**src/rtl/seq_arith_unit.sv**
```systemverilog
// Multi-cycle unsigned add/sub/mul/div unit with valid/ready handshakes on both sides.
// Optional result==0 flag is enabled by defining ARITH_ZERO_FLAG_EN.
module seq_arith_unit #(
  parameter int WIDTH = 8
) (
  input  logic                 clk,
  input  logic                 rst,
  input  logic                 in_valid,
  output logic                 in_ready,
  input  logic [1:0]           operation,
  input  logic [WIDTH-1:0]     A,
  input  logic [WIDTH-1:0]     B,
  output logic                 out_valid,
  input  logic                 out_ready,
  output logic [2*WIDTH-1:0]   result,
  output logic                 error,
  output logic                 zero
);

  localparam logic [1:0] ST_IDLE = 2'd0;
  localparam logic [1:0] ST_BUSY = 2'd1;
  localparam logic [1:0] ST_DONE = 2'd2;

  localparam logic [1:0] OP_ADD = 2'b00;
  localparam logic [1:0] OP_SUB = 2'b01;
  localparam logic [1:0] OP_MUL = 2'b10;

  localparam int CW = $clog2(WIDTH + 1);

  logic [1:0]         state_q, state_d;
  logic [1:0]         op_q, op_d;
  logic [WIDTH-1:0]   opnd_q, opnd_d;
  logic [WIDTH-1:0]   hi_q, hi_d;
  logic [WIDTH-1:0]   lo_q, lo_d;
  logic [CW-1:0]      cnt_q, cnt_d;
  logic [2*WIDTH-1:0] result_q, result_d;
  logic               error_q, error_d;
  logic               res_load;

  logic [WIDTH:0]     add_sum;
  logic [WIDTH:0]     sub_diff;
  logic [WIDTH:0]     mul_sum;
  logic [WIDTH-1:0]   mul_hi_nxt, mul_lo_nxt;
  logic [WIDTH:0]     div_shift;
  logic [WIDTH:0]     div_trial;
  logic [WIDTH-1:0]   div_hi_nxt, div_lo_nxt;

  assign add_sum  = {1'b0, A} + {1'b0, B};
  assign sub_diff = {1'b0, A} - {1'b0, B};

  // Shift-add step: hi:lo holds partial product over multiplier bits still to consume.
  assign mul_sum    = {1'b0, hi_q} + (lo_q[0] ? {1'b0, opnd_q} : '0);
  assign mul_hi_nxt = mul_sum[WIDTH:1];
  assign mul_lo_nxt = {mul_sum[0], lo_q[WIDTH-1:1]};

  // Restoring step: hi is the remainder, lo shifts dividend out and quotient in.
  assign div_shift  = {hi_q, lo_q[WIDTH-1]};
  assign div_trial  = div_shift - {1'b0, opnd_q};
  assign div_hi_nxt = div_trial[WIDTH] ? div_shift[WIDTH-1:0] : div_trial[WIDTH-1:0];
  assign div_lo_nxt = {lo_q[WIDTH-2:0], ~div_trial[WIDTH]};

  always_comb begin
    // NOTE: every next-state signal gets a default first so no path leaves it unassigned (no latches).
    state_d  = state_q;
    op_d     = op_q;
    opnd_d   = opnd_q;
    hi_d     = hi_q;
    lo_d     = lo_q;
    cnt_d    = cnt_q;
    result_d = result_q;
    error_d  = error_q;
    res_load = 1'b0;

    case (state_q)
      ST_IDLE: begin
        if (in_valid) begin
          op_d = operation;
          case (operation)
            OP_ADD: begin
              result_d = {{(WIDTH-1){1'b0}}, add_sum};
              error_d  = 1'b0;
              res_load = 1'b1;
              state_d  = ST_DONE;
            end
            OP_SUB: begin
              result_d = {{(WIDTH-1){sub_diff[WIDTH]}}, sub_diff};
              error_d  = 1'b0;
              res_load = 1'b1;
              state_d  = ST_DONE;
            end
            OP_MUL: begin
              opnd_d  = A;
              hi_d    = '0;
              lo_d    = B;
              cnt_d   = CW'(WIDTH);
              state_d = ST_BUSY;
            end
            default: begin
              if (B == '0) begin
                result_d = '0;
                error_d  = 1'b1;
                res_load = 1'b1;
                state_d  = ST_DONE;
              end else begin
                opnd_d  = B;
                hi_d    = '0;
                lo_d    = A;
                cnt_d   = CW'(WIDTH);
                state_d = ST_BUSY;
              end
            end
          endcase
        end
      end

      ST_BUSY: begin
        if (op_q == OP_MUL) begin
          hi_d = mul_hi_nxt;
          lo_d = mul_lo_nxt;
        end else begin
          hi_d = div_hi_nxt;
          lo_d = div_lo_nxt;
        end
        cnt_d = cnt_q - CW'(1);
        // Last iteration registers the result directly, giving WIDTH+1 cycles total latency.
        if (cnt_q == CW'(1)) begin
          result_d = {hi_d, lo_d};
          error_d  = 1'b0;
          res_load = 1'b1;
          state_d  = ST_DONE;
        end
      end

      ST_DONE: begin
        if (out_ready) state_d = ST_IDLE;
      end

      default: state_d = ST_IDLE;
    endcase
  end

  always_ff @(posedge clk) begin
    // NOTE: sequential state uses non-blocking assignments so all registers update from pre-edge values.
    if (rst) begin
      state_q  <= ST_IDLE;
      op_q     <= OP_ADD;
      opnd_q   <= '0;
      hi_q     <= '0;
      lo_q     <= '0;
      cnt_q    <= '0;
      result_q <= '0;
      error_q  <= 1'b0;
    end else begin
      state_q  <= state_d;
      op_q     <= op_d;
      opnd_q   <= opnd_d;
      hi_q     <= hi_d;
      lo_q     <= lo_d;
      cnt_q    <= cnt_d;
      result_q <= result_d;
      error_q  <= error_d;
    end
  end

`ifdef ARITH_ZERO_FLAG_EN
  logic zero_q;

  always_ff @(posedge clk) begin
    if (rst) begin
      zero_q <= 1'b0;
    end else if (res_load) begin
      zero_q <= (result_d == '0);
    end
  end

  assign zero = zero_q;
`else
  assign zero = 1'b0;
`endif

  assign in_ready  = (state_q == ST_IDLE);
  assign out_valid = (state_q == ST_DONE);
  assign result    = result_q;
  assign error     = error_q;

endmodule

```
**config.mk**
```make
export PLATFORM = sky130hd
export DESIGN_NAME = seq_arith_unit
export DESIGN_NICKNAME = d
export VERILOG_FILES = /design/src/rtl/seq_arith_unit.sv
export SDC_FILE = /design/constraint.sdc
export NUM_CORES = 1
export LEC_CHECK = 0
export CAP_MARGIN = 20
export CELL_PAD_IN_SITES_DETAIL_PLACEMENT = 0
export CELL_PAD_IN_SITES_GLOBAL_PLACEMENT = 2
export CORE_MARGIN = 2
export CORE_UTILIZATION = 34
export DETAILED_ROUTE_END_ITERATION = 7
export DONT_BUFFER_PORTS = 1
export PLACE_DENSITY = 0.79
export SLEW_MARGIN = 40
export SYNTH_ARGS = -nofsm -noshare
export SYNTH_HDL_FRONTEND = slang
export SYNTH_SLANG_ARGS = --single-unit
```
**constraint.sdc**
```tcl
create_clock -name clk -period 2.3 [get_ports clk]
set_clock_uncertainty 0.15 [all_clocks]
set_input_delay 0.345 -clock clk [delete_from_list [all_inputs] [get_ports clk]]
set_output_delay 0.345 -clock clk [all_outputs]
set_load 0.1 [all_outputs]
```
; Word level (Yosys, flattened, before mapping)
; Cells that the tools add are included.
[word_totals]
output_inout_bits = 20
input_bits = 22
register_bits = 49
elab_cells = 75
[op_classes]
eq_ne = 15
bitwise_logic = 2
reduce_logical = 11
n_addsub = 5
muxes = 34
[ops]
columns = operator, n
row1 = 8-bit case mux with 2 select lines, 5
row2 = 8-bit two-way mux, 9
row3 = 16-bit two-way mux, 3
row4 = 16-bit case mux with 3 select lines, 1
row5 = 16-bit case mux with 2 select lines, 1
row6 = 8-bit by 8-bit adder with 9-bit output, 2
row7 = 4-bit case mux with 2 select lines, 2
row8 = 5-bit AND reduction, 2
row9 = 8-bit by 8-bit subtractor with 9-bit output, 1
row10 = 9-bit by 8-bit subtractor with 9-bit output, 1
row11 = 8-bit zero test, 1
row12 = 2-bit two-way mux, 4
row13 = 4-bit two-way mux, 2
row14 = "2-bit != test, second input constant", 4
row15 = 4-bit AND reduction, 2
row16 = "2-bit equality test, second input constant", 3
row17 = "3-bit by 2-bit != test with 1-bit output, second input constant", 2
row18 = 2-bit case mux with 3 select lines, 1
row19 = "2-bit by 1-bit equality test with 1-bit output, second input constant", 2
row20 = "4-bit by 1-bit equality test with 1-bit output, second input constant", 1
row21 = 2-bit zero test, 2
row22 = "2-bit by 1-bit != test with 1-bit output, second input constant", 2
row23 = "4-bit by 1-bit != test with 1-bit output, second input constant", 1
row24 = 1-bit case mux with 2 select lines, 2
row25 = other kinds (8), 11

; Logic depth before layout (Yosys ltp)
; Gate-level depths: netlist of the first run.
[logic_depth]
word_depth = 5
mapped_depth = 10

; Least setup slack after synthesis of the first run
; OpenSTA, ideal clock, no wires.
[synth_timing]
kind = register to register
from = reg state_q[0]
to = reg opnd_q[0]
path_buffers = 1
arrival_time_ns = 2.709
path_slack_ns = -0.686
stages_incl_launch_ff = 6
cell_sequence = dfxtp_1 > nor2_1 > nand4_1 > clkbuf_1 > a21oi_1 > nor2_1
[synth_between]
elab_chain_cells = 2
[synth_lines]
columns = item, line
row1 = from (decl), 30  ; logic [1:0] state_q, state_d;
row2 = from (signal assigned), 154  ; state_q <= state_d;
row3 = 2-bit zero test, -
row4 = named net in_ready, 9  ; output logic in_ready,
row5 = 4-bit AND reduction (no line), -
row6 = to (signal assigned), 156  ; opnd_q <= opnd_d;
row7 = to (decl), 32  ; logic [WIDTH-1:0] opnd_q, opnd_d;
; The timed path passes the listed nets, and every way through them passes these cells.
; A chain may end at the register's enable or synchronous reset.

; Worst setup path after layout of the first run
[layout_timing]
from = reg lo_q[7]
to = reg lo_q[0]
[layout_between]
elab_chain_cells = 4
[layout_lines]
columns = item, line
row1 = from (decl), 34  ; logic [WIDTH-1:0] lo_q, lo_d;
row2 = from (signal assigned), 158  ; lo_q <= lo_d;
row3 = 9-bit by 8-bit subtractor with 9-bit output, 58  ; assign div_trial = div_shift - {1'b0, opnd_q};
row4 = 1-bit inverter, 60  ; assign div_lo_nxt = {lo_q[WIDTH-2:0], ~div_trial[WIDTH]};
row5 = 8-bit two-way mux, 117  ; if (op_q == OP_MUL) begin
row6 = 8-bit case mux with 2 select lines, 74  ; case (state_q)
; Every way passes these cells.

==> results_dict.tcl, run 1 <==
set metrics [dict create \
    final_routed_wirelength_um 13500 \
    wire_length_of_the_first_global_routing_pass_um 21300 \
    yosys.area.top_type_share_pct 23.7 \
    switching_share_pct 38.6 \
    drc 0 \
    grt_antenna_before_repair 0 \
    via_count_of_the_first_global_routing_pass 4200 \
    placedInstanceArea_um2 5020 \
    timing.critical_path.to_type "flip-flop" \
    cts_inserted_buffers 5 \
    post-synth-top-area-cell "sky130_fd_sc_hd__dfxtp_1" \
    design_internal_power_mw 2.12 \
    route.vias.total 4284 \
    dp_cells 759 \
    drive_gt1_share_pct 28.7 \
    finalWorstSetupSlack_ps -300 \
    detailedPlacementHpwl_um 10400 \
    antenna-diode-count 0 \
    worst-endpoint-required_ps 2330 \
    ys_async_sr_fraction_pct 0 \
    synth-seq-area-share_pct 23.7 \
    maxCapViolCount 0 \
    die-area_um2 13100 \
    postRouteAntennaNets 0 \
    clkTransAtPathRegs_ps 70 \
    cp_max_fo 6 \
    grt_setup_unrepaired "true" \
    crit_start_category "flip-flop" \
    synth_area_leaders "sky130_fd_sc_hd__dfxtp_1, sky130_fd_sc_hd__ha_1, sky130_fd_sc_hd__a211oi_1" \
    worst_path_max_delay_cell "sky130_fd_sc_hd__o41ai_1" \
    seq_power_share_pct 28.1 \
    synthesis.area_um2 4140 \
    flow.area_growth_from_synthesis_pct 35.8 \
    timing.critical_path.slowest_cell_delay_ps 400 \
    leak_pwr_nw 2.33 \
    r2r.worst_path.cells 11 \
    path_buf_inv 3 \
    timing_max_transition_violations_final 0 \
    wl_per_cell_um 17.1 \
    post_layout_nonfiller_instances 788 \
    hold_path.class "in2reg" \
    routabilityCongestion 0.871 \
    clk-insertion-delay-late_ps 290 \
    finalInstanceArea_um2 5630 \
    detail_route.vias_per_cell 5.44 \
    clock_tree_from_tritoncts "done" \
    synth_top_cells_by_count "sky130_fd_sc_hd__nor2_1, sky130_fd_sc_hd__nand2_1, sky130_fd_sc_hd__dfxtp_1" \
    avgSynthCellArea_um2 7.77 \
    maximum_clock_path_buffer_count 2 \
    holdPathStages 1 \
    grt_max_degree 29 \
    outcome "finished, violations left" \
    grtUsageTotal_pct 20.6 \
    drt-initial-drc-count 343 \
    leading_cell_type_by_number_of_instances_after_synthesis "sky130_fd_sc_hd__nor2_1" \
    initial_core_util_pct 34.6 \
    cp_num_cells 11 \
    finalCriticalPeriod_ps 2600 \
    root_buffer "sky130_fd_sc_hd__clkbuf_16" \
    numPortBuffers 0 \
    die-height_um 114 \
    p_switching_mw 1.34 \
    timing_hold_violations_final 0 \
    fmax_mhz 385 \
    crit_family "compound AO/OA/AOI/OAI gates" \
    critical_path_arrival_ps 2630 \
    cp_most_frequent_cell "sky130_fd_sc_hd__inv_2" \
    pin_count 42 \
    dominantRegCellSynth "sky130_fd_sc_hd__dfxtp_1" \
    final.period_utilization_pct 113 \
    number_of_enable_type_register_cells_in_the_synthesized_netlist 0 \
    finalNetCount 701 \
    dpl_worst_slack_ps -368 \
    detailedRoute.firstPassIterationCount 5 \
    clock_power_share_pct 24.8 \
    postSynthNetCount 594 \
    criticalPathCategory "reg2reg" \
    num_rows 40 \
    grt_remaining_overflow 0 \
    irDropWorstVdd_uv 285 \
    dieWidth_um 114 \
    pwr_density_cell_nw_per_um2 615 \
    cells_after_synthesis 533 \
    final.fill_count 1180 \
    failing_checks "setup timing" \
    synth.lib_cells_used.distinct 71 \
    number_of_warnings_printed_during_yosys_synthesis 0 \
    cts-htree-levels 2 \
    setup_viol 18 \
    power_frac_comb_pct 47.1 \
    tritoncts_num_sinks 49 \
    cp_cell_sequence "inv_2 -> ha_4 -> inv_2 -> fa_2 -> a211oi_4 -> nor3_4 -> mux2_4 -> buf_6 -> nand2_4 -> a21oi_1 -> o41ai_1" \
    core_region_area_um2 12000 \
    ys_seq_elements 49 \
]
[per-layer routing]
metal | GRT usage, % | wire (µm) | up-vias
met2 | 35.5 | 6640 | 107
li1 | - | - | 2147
met4 | 5.61 | 312 | 0
met3 | 3.12 | 528 | 22
met5 | 0 | 0 | -
met1 | 26.6 | 6010 | 2008
[cell usage in the layout, fill, tap and decap left out, types with 4 or more instances in the layout]
master                          count
sky130_fd_sc_hd__nand3_1            6
sky130_fd_sc_hd__o21bai_1           7
sky130_fd_sc_hd__nand4_1            5
sky130_fd_sc_hd__dfxtp_2            4
sky130_fd_sc_hd__clkbuf_16          5
sky130_fd_sc_hd__ha_1              30
sky130_fd_sc_hd__and2_1            10
sky130_fd_sc_hd__a21oi_1           41
sky130_fd_sc_hd__ha_4               5
sky130_fd_sc_hd__inv_1             33
sky130_fd_sc_hd__a31oi_1            8
sky130_fd_sc_hd__nor2b_1            6
sky130_fd_sc_hd__nand2_1           47
sky130_fd_sc_hd__buf_4            111
sky130_fd_sc_hd__or3_1              8
sky130_fd_sc_hd__o21ai_0           21
sky130_fd_sc_hd__mux2i_1           11
sky130_fd_sc_hd__nor2_1            62
sky130_fd_sc_hd__a21oi_2            5
sky130_fd_sc_hd__dlygate4sd3_1     14
sky130_fd_sc_hd__o211ai_1           4
sky130_fd_sc_hd__nor3_1             7
sky130_fd_sc_hd__a211oi_2          10
sky130_fd_sc_hd__xnor2_1            9
sky130_fd_sc_hd__a211oi_1          25
sky130_fd_sc_hd__dfxtp_1           45
sky130_fd_sc_hd__nand3b_1           5
sky130_fd_sc_hd__or4_1              4
[cell type report]
class | instances | area [µm²] | share of cell area [%]
well taps | 147 | 184 | 3.27
repair buffers | 129 | 1040 | 18.6
flip-flops and latches | 49 | 986 | 17.5
multi-input cells | 420 | 3110 | 55.3
clock buffers | 5 | 125 | 2.22
inverters | 35 | 131 | 2.33
clock inverters | 3 | 46.3 | 0.823
[timing repair]
item | 4_1_cts | 5_1_grt
pin swaps | 18 | 17
gates resized for setup | 13 | 29
buffers inserted | 4 | 4
endpoints found under the hold margin | 42 | 0
endpoints found under the setup margin | 18 | 23
cloned | 0 | 0
hold buffers | 15 | 0
[worst register-to-register path, stage by stage, from the launching register on]
cell,delay (ps)
sky130_fd_sc_hd__dfxtp_2,330
sky130_fd_sc_hd__inv_2,70
sky130_fd_sc_hd__ha_4,130
sky130_fd_sc_hd__inv_2,30
sky130_fd_sc_hd__fa_2,360
sky130_fd_sc_hd__a211oi_4,290
sky130_fd_sc_hd__nor3_4,100
sky130_fd_sc_hd__mux2_4,360
sky130_fd_sc_hd__buf_6,150
sky130_fd_sc_hd__nand2_4,60
sky130_fd_sc_hd__a21oi_1,60
sky130_fd_sc_hd__o41ai_1,400
[worst paths after layout]
check                            endpoint  slack (ps)    startpoint
worst max-delay path              lo_q[0]        -300       lo_q[7]
worst min-delay path            result[6]          10  operation[1]
worst max register to register    lo_q[0]        -300       lo_q[7]
worst min register to register  result[0]         340     result[0]
[per-stage QoR]
stage | power [mW] | hold slack, ps | util (%) | setup TNS [ps]
2_1_floorplan | 1.95 | 295 | - | -1050
3_3_place_gp | 2.39 | 269 | 42.0 | -4170
3_5_place_dp | 2.40 | 270 | 42.0 | -5200
4_1_cts | 3.36 | 10.7 | 45.5 | -3330
5_1_grt | 3.63 | 5.45 | 47.0 | -5360
6_report | 3.46 | 13.3 | 47.0 | -3800
[state kept, by name, indices dropped and copies added, names as in the netlist]
name	count
state_q	2
lo_q	8
opnd_q	8
op_q	2
hi_q	8
error	1
result	16
cnt_q	4
[power groups by stage]
stage / clock network [mW] / logic [mW] / registers [mW]
finish: 0.859 / 1.63 / 0.974
global route: 0.902 / 1.75 / 0.983
CTS: 0.871 / 1.51 / 0.971
detailed placement: 0 / 1.41 / 0.991
global placement: 0 / 1.40 / 0.991
floorplan: 0 / 0.767 / 1.19
[logic make-up after synthesis]
group	after synthesis	synth area share, %
and+or+nand+nor	190	22.2
AOI/OAI and AO/OA	165	28.0
buffers and inverters	64	7.73
DFF	49	23.7
adders and majority gates	39	12.5
muxes	13	3.26
xor gates and xnor gates	12	2.54
other	1	0.0905
Note: power is estimated with default switching activity, not from simulation.
==> run 2, diff against run 1 <==
CTS_CLUSTER_SIZE = 20   (was default)
==> results of run 2 <==
Final layout, timing and power as in run 1 (identical DEF).
